[config.mk]
export PLATFORM = sky130hd
export DESIGN_NAME = add_round_key_stage
export DESIGN_NICKNAME = d
export VERILOG_FILES = /design/src/rtl/aes_pkg.sv /design/src/rtl/round_key_store.sv /design/src/rtl/add_round_key_stage.sv
export SDC_FILE = /design/constraint.sdc
export NUM_CORES = 2
export LEC_CHECK = 0
export CAP_MARGIN = 20
export CORE_MARGIN = 5
export CORE_UTILIZATION = 60
export DETAILED_ROUTE_END_ITERATION = 12
export DONT_BUFFER_PORTS = 1
export PLACE_DENSITY = 0.76
export SLEW_MARGIN = 20
export SYNTH_ARGS = -nofsm -noshare
export SYNTH_HDL_FRONTEND = slang
export SYNTH_SLANG_ARGS = --single-unit
[constraint.sdc]
create_clock -name clk -period 3 [get_ports clk]
set_clock_uncertainty 0.1 [all_clocks]
set_input_delay 0.3 -clock clk [delete_from_list [all_inputs] [get_ports clk]]
set_output_delay 0.3 -clock clk [all_outputs]
set_load 0.01 [all_outputs]
[src/rtl/aes_pkg.sv]
// Shared AES constants and types for the round-key datapath.
// The round-index type and the InvMixColumns round rule are shared by every stage.
package aes_pkg;

    localparam int NR_DEFAULT = 10;
    localparam int STATE_W    = 128;
    localparam int ROUND_W    = 4;

    typedef logic [ROUND_W-1:0] round_t;

    // Round NR (the initial add) and round 0 (the final add) both bypass InvMixColumns.
    function automatic logic needs_inv_mix(input round_t round, input round_t nr);
        return (round >= round_t'(1)) && (round < nr);
    endfunction

endpackage

[src/rtl/round_key_store.sv]
// Round-key register file: NR+1 keys, per-index loaded flags, one write port
// and one combinational read port.
module round_key_store
    import aes_pkg::*;
#(
    parameter int NR = NR_DEFAULT
) (
    input  logic               clk,
    input  logic               rst_n,
    input  logic               key_we,
    input  round_t             key_waddr,
    input  logic [STATE_W-1:0] key_wdata,
    input  round_t             rd_round,
    output logic [STATE_W-1:0] rd_key,
    output logic               rd_loaded,
    output logic               keys_full
);

    localparam round_t NR_R = round_t'(NR);

    logic [STATE_W-1:0] r_keys [0:NR];
    logic [NR:0]        r_loaded;
    logic               w_wr_en;
    logic               w_rd_in_range;

    assign w_wr_en       = key_we && (key_waddr <= NR_R);
    assign w_rd_in_range = (rd_round <= NR_R);

    // Key contents are deliberately left unreset; the loaded flags alone qualify them.
    always_ff @(posedge clk) begin
        if (w_wr_en) begin
            r_keys[key_waddr] <= key_wdata;
        end
    end

    always_ff @(posedge clk or negedge rst_n) begin
        if (!rst_n) begin
            r_loaded <= '0;
        end else if (w_wr_en) begin
            r_loaded[key_waddr] <= 1'b1;
        end
    end

    // An out-of-range round reads as an all-zero key so the XOR passes the state through.
    assign rd_key    = w_rd_in_range ? r_keys[rd_round] : '0;
    assign rd_loaded = w_rd_in_range && r_loaded[rd_round];
    assign keys_full = &r_loaded;

endmodule

[src/rtl/add_round_key_stage.sv]
// AddRoundKey pipeline stage for the inverse cipher: one registered XOR of the
// state with the selected round key, with a valid/ready handshake on both sides.
module add_round_key_stage
    import aes_pkg::*;
#(
    parameter int NR = NR_DEFAULT
) (
    input  logic               clk,
    input  logic               rst_n,
    input  logic               key_we,
    input  logic [ROUND_W-1:0] key_waddr,
    input  logic [STATE_W-1:0] key_wdata,
    input  logic               in_valid,
    output logic               in_ready,
    input  logic [STATE_W-1:0] in_state,
    input  logic [ROUND_W-1:0] in_round,
    output logic               out_valid,
    input  logic               out_ready,
    output logic [STATE_W-1:0] out_state,
    output logic [ROUND_W-1:0] out_round,
    output logic               out_mix,
    output logic               keys_full,
    output logic               err_round
);

    localparam round_t NR_R = round_t'(NR);

    logic [STATE_W-1:0] w_key;
    logic               w_key_loaded;
    logic               w_round_oob;
    logic               w_xfer;

    logic               r_out_valid;
    logic [STATE_W-1:0] r_out_state;
    round_t             r_out_round;
    logic               r_out_mix;
    logic               r_err_round;

    round_key_store #(
        .NR(NR)
    ) u_key_store (
        .clk       (clk),
        .rst_n     (rst_n),
        .key_we    (key_we),
        .key_waddr (key_waddr),
        .key_wdata (key_wdata),
        .rd_round  (in_round),
        .rd_key    (w_key),
        .rd_loaded (w_key_loaded),
        .keys_full (keys_full)
    );

    // Ready never looks at in_valid; an unloaded key for a legal round stalls the input.
    assign w_round_oob = (in_round > NR_R);
    assign in_ready    = (!r_out_valid || out_ready) && (w_round_oob || w_key_loaded);
    assign w_xfer      = in_valid && in_ready;

    always_ff @(posedge clk or negedge rst_n) begin
        if (!rst_n) begin
            r_out_valid <= 1'b0;
            r_out_state <= '0;
            r_out_round <= '0;
            r_out_mix   <= 1'b0;
            r_err_round <= 1'b0;
        end else begin
            if (w_xfer) begin
                r_out_valid <= 1'b1;
                r_out_state <= in_state ^ w_key;
                r_out_round <= in_round;
                r_out_mix   <= needs_inv_mix(in_round, NR_R);
            end else if (out_ready) begin
                r_out_valid <= 1'b0;
            end
            if (w_xfer && w_round_oob) begin
                r_err_round <= 1'b1;
            end
        end
    end

    assign out_valid = r_out_valid;
    assign out_state = r_out_state;
    assign out_round = r_out_round;
    assign out_mix   = r_out_mix;
    assign err_round = r_err_round;

endmodule

==> qor.yml <==
layout.filler_cells: 5934
synth.area.top_cells: "edfxtp_1, mux2i_1, dfrtp_1"
clock_tree_root: "clkbuf_16"
timing.critical_path.cells: "mux2_1 -> or3_1 -> a31oi_4 -> buf_4 -> nand2b_4 -> buf_12 -> a22o_1 -> dlygate4sd3_1"
grt-busiest-layer: "met2"
r2r_cells: 8
grt_use_met3_pct: 6.112
globalRouteTotalUtil_pct: 28.22
worstSetupStartpointType: "register"
detail-route-antenna-nets: 0
violations: "hold timing"
maxSlewHeadroom_pct: 33.59
synth.top_cells.by_count: "edfxtp_1, mux2i_1, a22oi_1"
placed_cell_area_mm2: 0.06240
fp-row-count: 116
final_cell_area_mm2: 0.07050
worstReg2RegStart: "u_key_store.r_loaded[8]"
rr_endpoint: "out_round[2]"
clkPwrFrac_pct: 38.8
final.setup.worst_slack_ps: 163.6
actual_transition_at_the_worst_max_transition_pin_ps: 996.1
maxCapViolations: 0
fmax_ghz: 0.3526
netSwitchingFraction_pct: 22.82
path_clk_slew_ps: 60
crit_slowest_cell: "dlygate4sd3_1"
synth_seq_cells: 1554
synth_top_area_cell: "edfxtp_1"
io_pins: 406
synth_cell_type_count: 40
setup-tns-final_ps: 0
numClockSinks: 1554
numCtsBuffers: 154
async_s_r_ff_share_synth_pct: 9.395
start_util_pct: 60.40
grt_setup_unrepaired: "false"
dieHeight_um: 327.3
critPathCaptureType: "register"
fin_nets: 3971
place.gp.congestion: 0.7693
synth.cell_area_mm2: 0.06040
grt_start_max_net_pins: 648
netSwitchingPower_uw: 10780
p_int_uw: 36460
power_density_over_the_cells_mw_per_mm2: 670.0
synthDominantCellAreaShare_pct: 70.00
synth_enable_flop_cells: 1408
drt_iter0_drc: 3841
routed_wirelength_um: 155300
grt_use_met1_pct: 38.16
maxSlewViolCount: 0
fp.coreArea_mm2: 0.1000
period_share_pct: 94.55
number_of_antenna_violations_at_the_first_check_in_global_routing: 19
worst_ep_arrival_time_ps: 3410
clk-insertion-delay-late_ps: 750
pre_cts_slack_ps: 269.9
die_w_um: 327.3
drc: 0
cts_tree: "built"
timing.critical_path.slowest_cell_delay_ps: 540
cts_hold_buf: 290
synth.most_common_cell: "edfxtp_1"
final-seq-area_mm2: 0.04593
power.combinational.fraction_pct: 7.4
htree_num_levels: 4
globalRouteMet2Util_pct: 46.86
worst-endpoint-required_ps: 3570
grt_first_pass_wirelength_um: 224000
multiInputGateArea_mm2: 0.01359
grt-ovfl-total: 0
cts_buffer_depth: 3
netlist_instances: 3386
first_pass_iters: 6
final_core_util_pct: 70.50
sequentialPowerShare_pct: 53.8
fraction_of_layout_cells_with_a_size_suffix_above_1_pct: 9.119
min-delay-path-class: "in -> async"
via_per_inst: 6.580
syn_avg_cell_area_um2: 17.84
timing_hold_violations_final: 146
setup-violations-final: 0
avgRoutedWirePerCell_um: 30.20
minimum_setup_slack_among_reg_to_reg_paths_ps: 160
final_critical_path_time_including_i_o_delays_and_setup_ps: 2836
seq_area_frac_synth_pct: 76.05
dieArea_mm2: 0.1071
port_buffers: 0
dominantRegCellSynth: "edfxtp_1"
whs_ps: -843.0
post-dp-hpwl_um: 76400
worst-setup-path-type: "reg -> reg"
vdd_ir_drop_max_mv: 0.5833
synth_nets: 3655
areaGrowthSynthToFinish_pct: 16.71
leakage_uw: 0.02438
run_status: "complete, but fails checks"
first_global_vias: 34560
synthesis.yosys.warnings: 0
route.vias.total: 33840
path_max_fanout: 38
==> per-stage QoR <==
stage / cells / total power [uW]
after floorplan: 3386 / 27530
after global placement: 4541 / 28120
after global routing: 5133 / 48720
after CTS: 5116 / 47160
final: 5142 / 47230
after detailed placement: 4541 / 28280
==> area by class of cell <==
type | count | area share (%)
multi-input cells | 1602 | 19.28
diodes | 17 | 0.06034
flip-flops and latches | 1554 | 65.16
clock inverters | 64 | 0.7987
well taps | 1298 | 2.304
repair buffers | 387 | 6.308
inverters | 3 | 0.02307
clock buffers | 217 | 6.066
==> power groups by stage <==
stage          registers (uW)  clock network, uW  logic, uW
5_1_grt                 25500              19500       3740
3_5_place_dp            25900                  0       2430
6_report                25400              18300       3490
4_1_cts                 25400              18600       3200
2_1_floorplan           25600                  0       1890
3_3_place_gp            25800                  0       2310
==> flip-flops by register name, indices dropped and copies added (netlist names) <==
signal,flops
err_round,1
out_mix,1
out_round,4
out_state,128
out_valid,1
u_key_store.r_keys,1408
u_key_store.r_loaded,11
==> repair_timing <==
item                                     CTS  global route
hold endpoints to repair                2156           146
pin swaps                                  1             0
buffers inserted                           1             2
endpoints found under the setup margin     1            38
resized for setup                          1             0
gates cloned                               3             3
==> cell usage in the layout, fill, tap and decap left out, types with 10 or more instances in the layout <==
cell           synthesis  final
clkinv_2               0     23
o21ai_0              250    250
o2bb2ai_1            128    128
clkbuf_16              0    161
dlygate4sd3_1          0    289
xor2_1               128    128
clkbuf_1              99     50
edfxtp_1            1408   1408
or2_2                 10     10
a32oi_1              127    127
dfrtp_1              146    146
clkinv_1               0     17
buf_12                 0     47
buf_4                  1     40
a22oi_1              255    255
mux2i_1              641    641
diode_2                0     17
==> worst max-delay path by stage <==
stage | start | end | slack [ps] | cells past startpoint
2_1_floorplan | key_waddr[0] | u_key_store.r_keys[0][0] | -1370 | 2
3_3_place_gp | in_round[1] | in_ready | 420 | 5
3_5_place_dp | in_round[1] | out_state[61] | 270 | 6
4_1_cts | u_key_store.r_loaded[8] | out_round[2] | 50 | 8
5_1_grt | u_key_store.r_loaded[8] | out_round[2] | 80 | 8
6_report | u_key_store.r_loaded[8] | out_round[2] | 160 | 8
==> kinds of logic (layout without fill, tap and decap cells) <==
group,Yosys count,count (layout),synth area share (%)
flops,1554,1554,76.05
mux,647,647,10.77
simple gates,50,51,0.4578
xor+xnor,128,128,1.856
buf+inv,231,671,1.763
other cells,0,17,0
compound gates,776,776,9.106
==> critical path: cells and delay by family, from the launching register on <==
kind,cells,cell delay [ps]
buf+inv,3,1030
simple gates,2,550
compound gates,2,410
flops,1,400
mux,1,280
==> per-layer routing <==
| layer | share of wire, % | vias up |
|---|---|---|
| met5 | 0.023 | - |
| met4 | 2.7 | 6 |
| met3 | 9.6 | 264 |
| met2 | 49 | 1867 |
| met1 | 38 | 17350 |
| li1 | - | 14350 |
(Power assumes the default switching activity.)
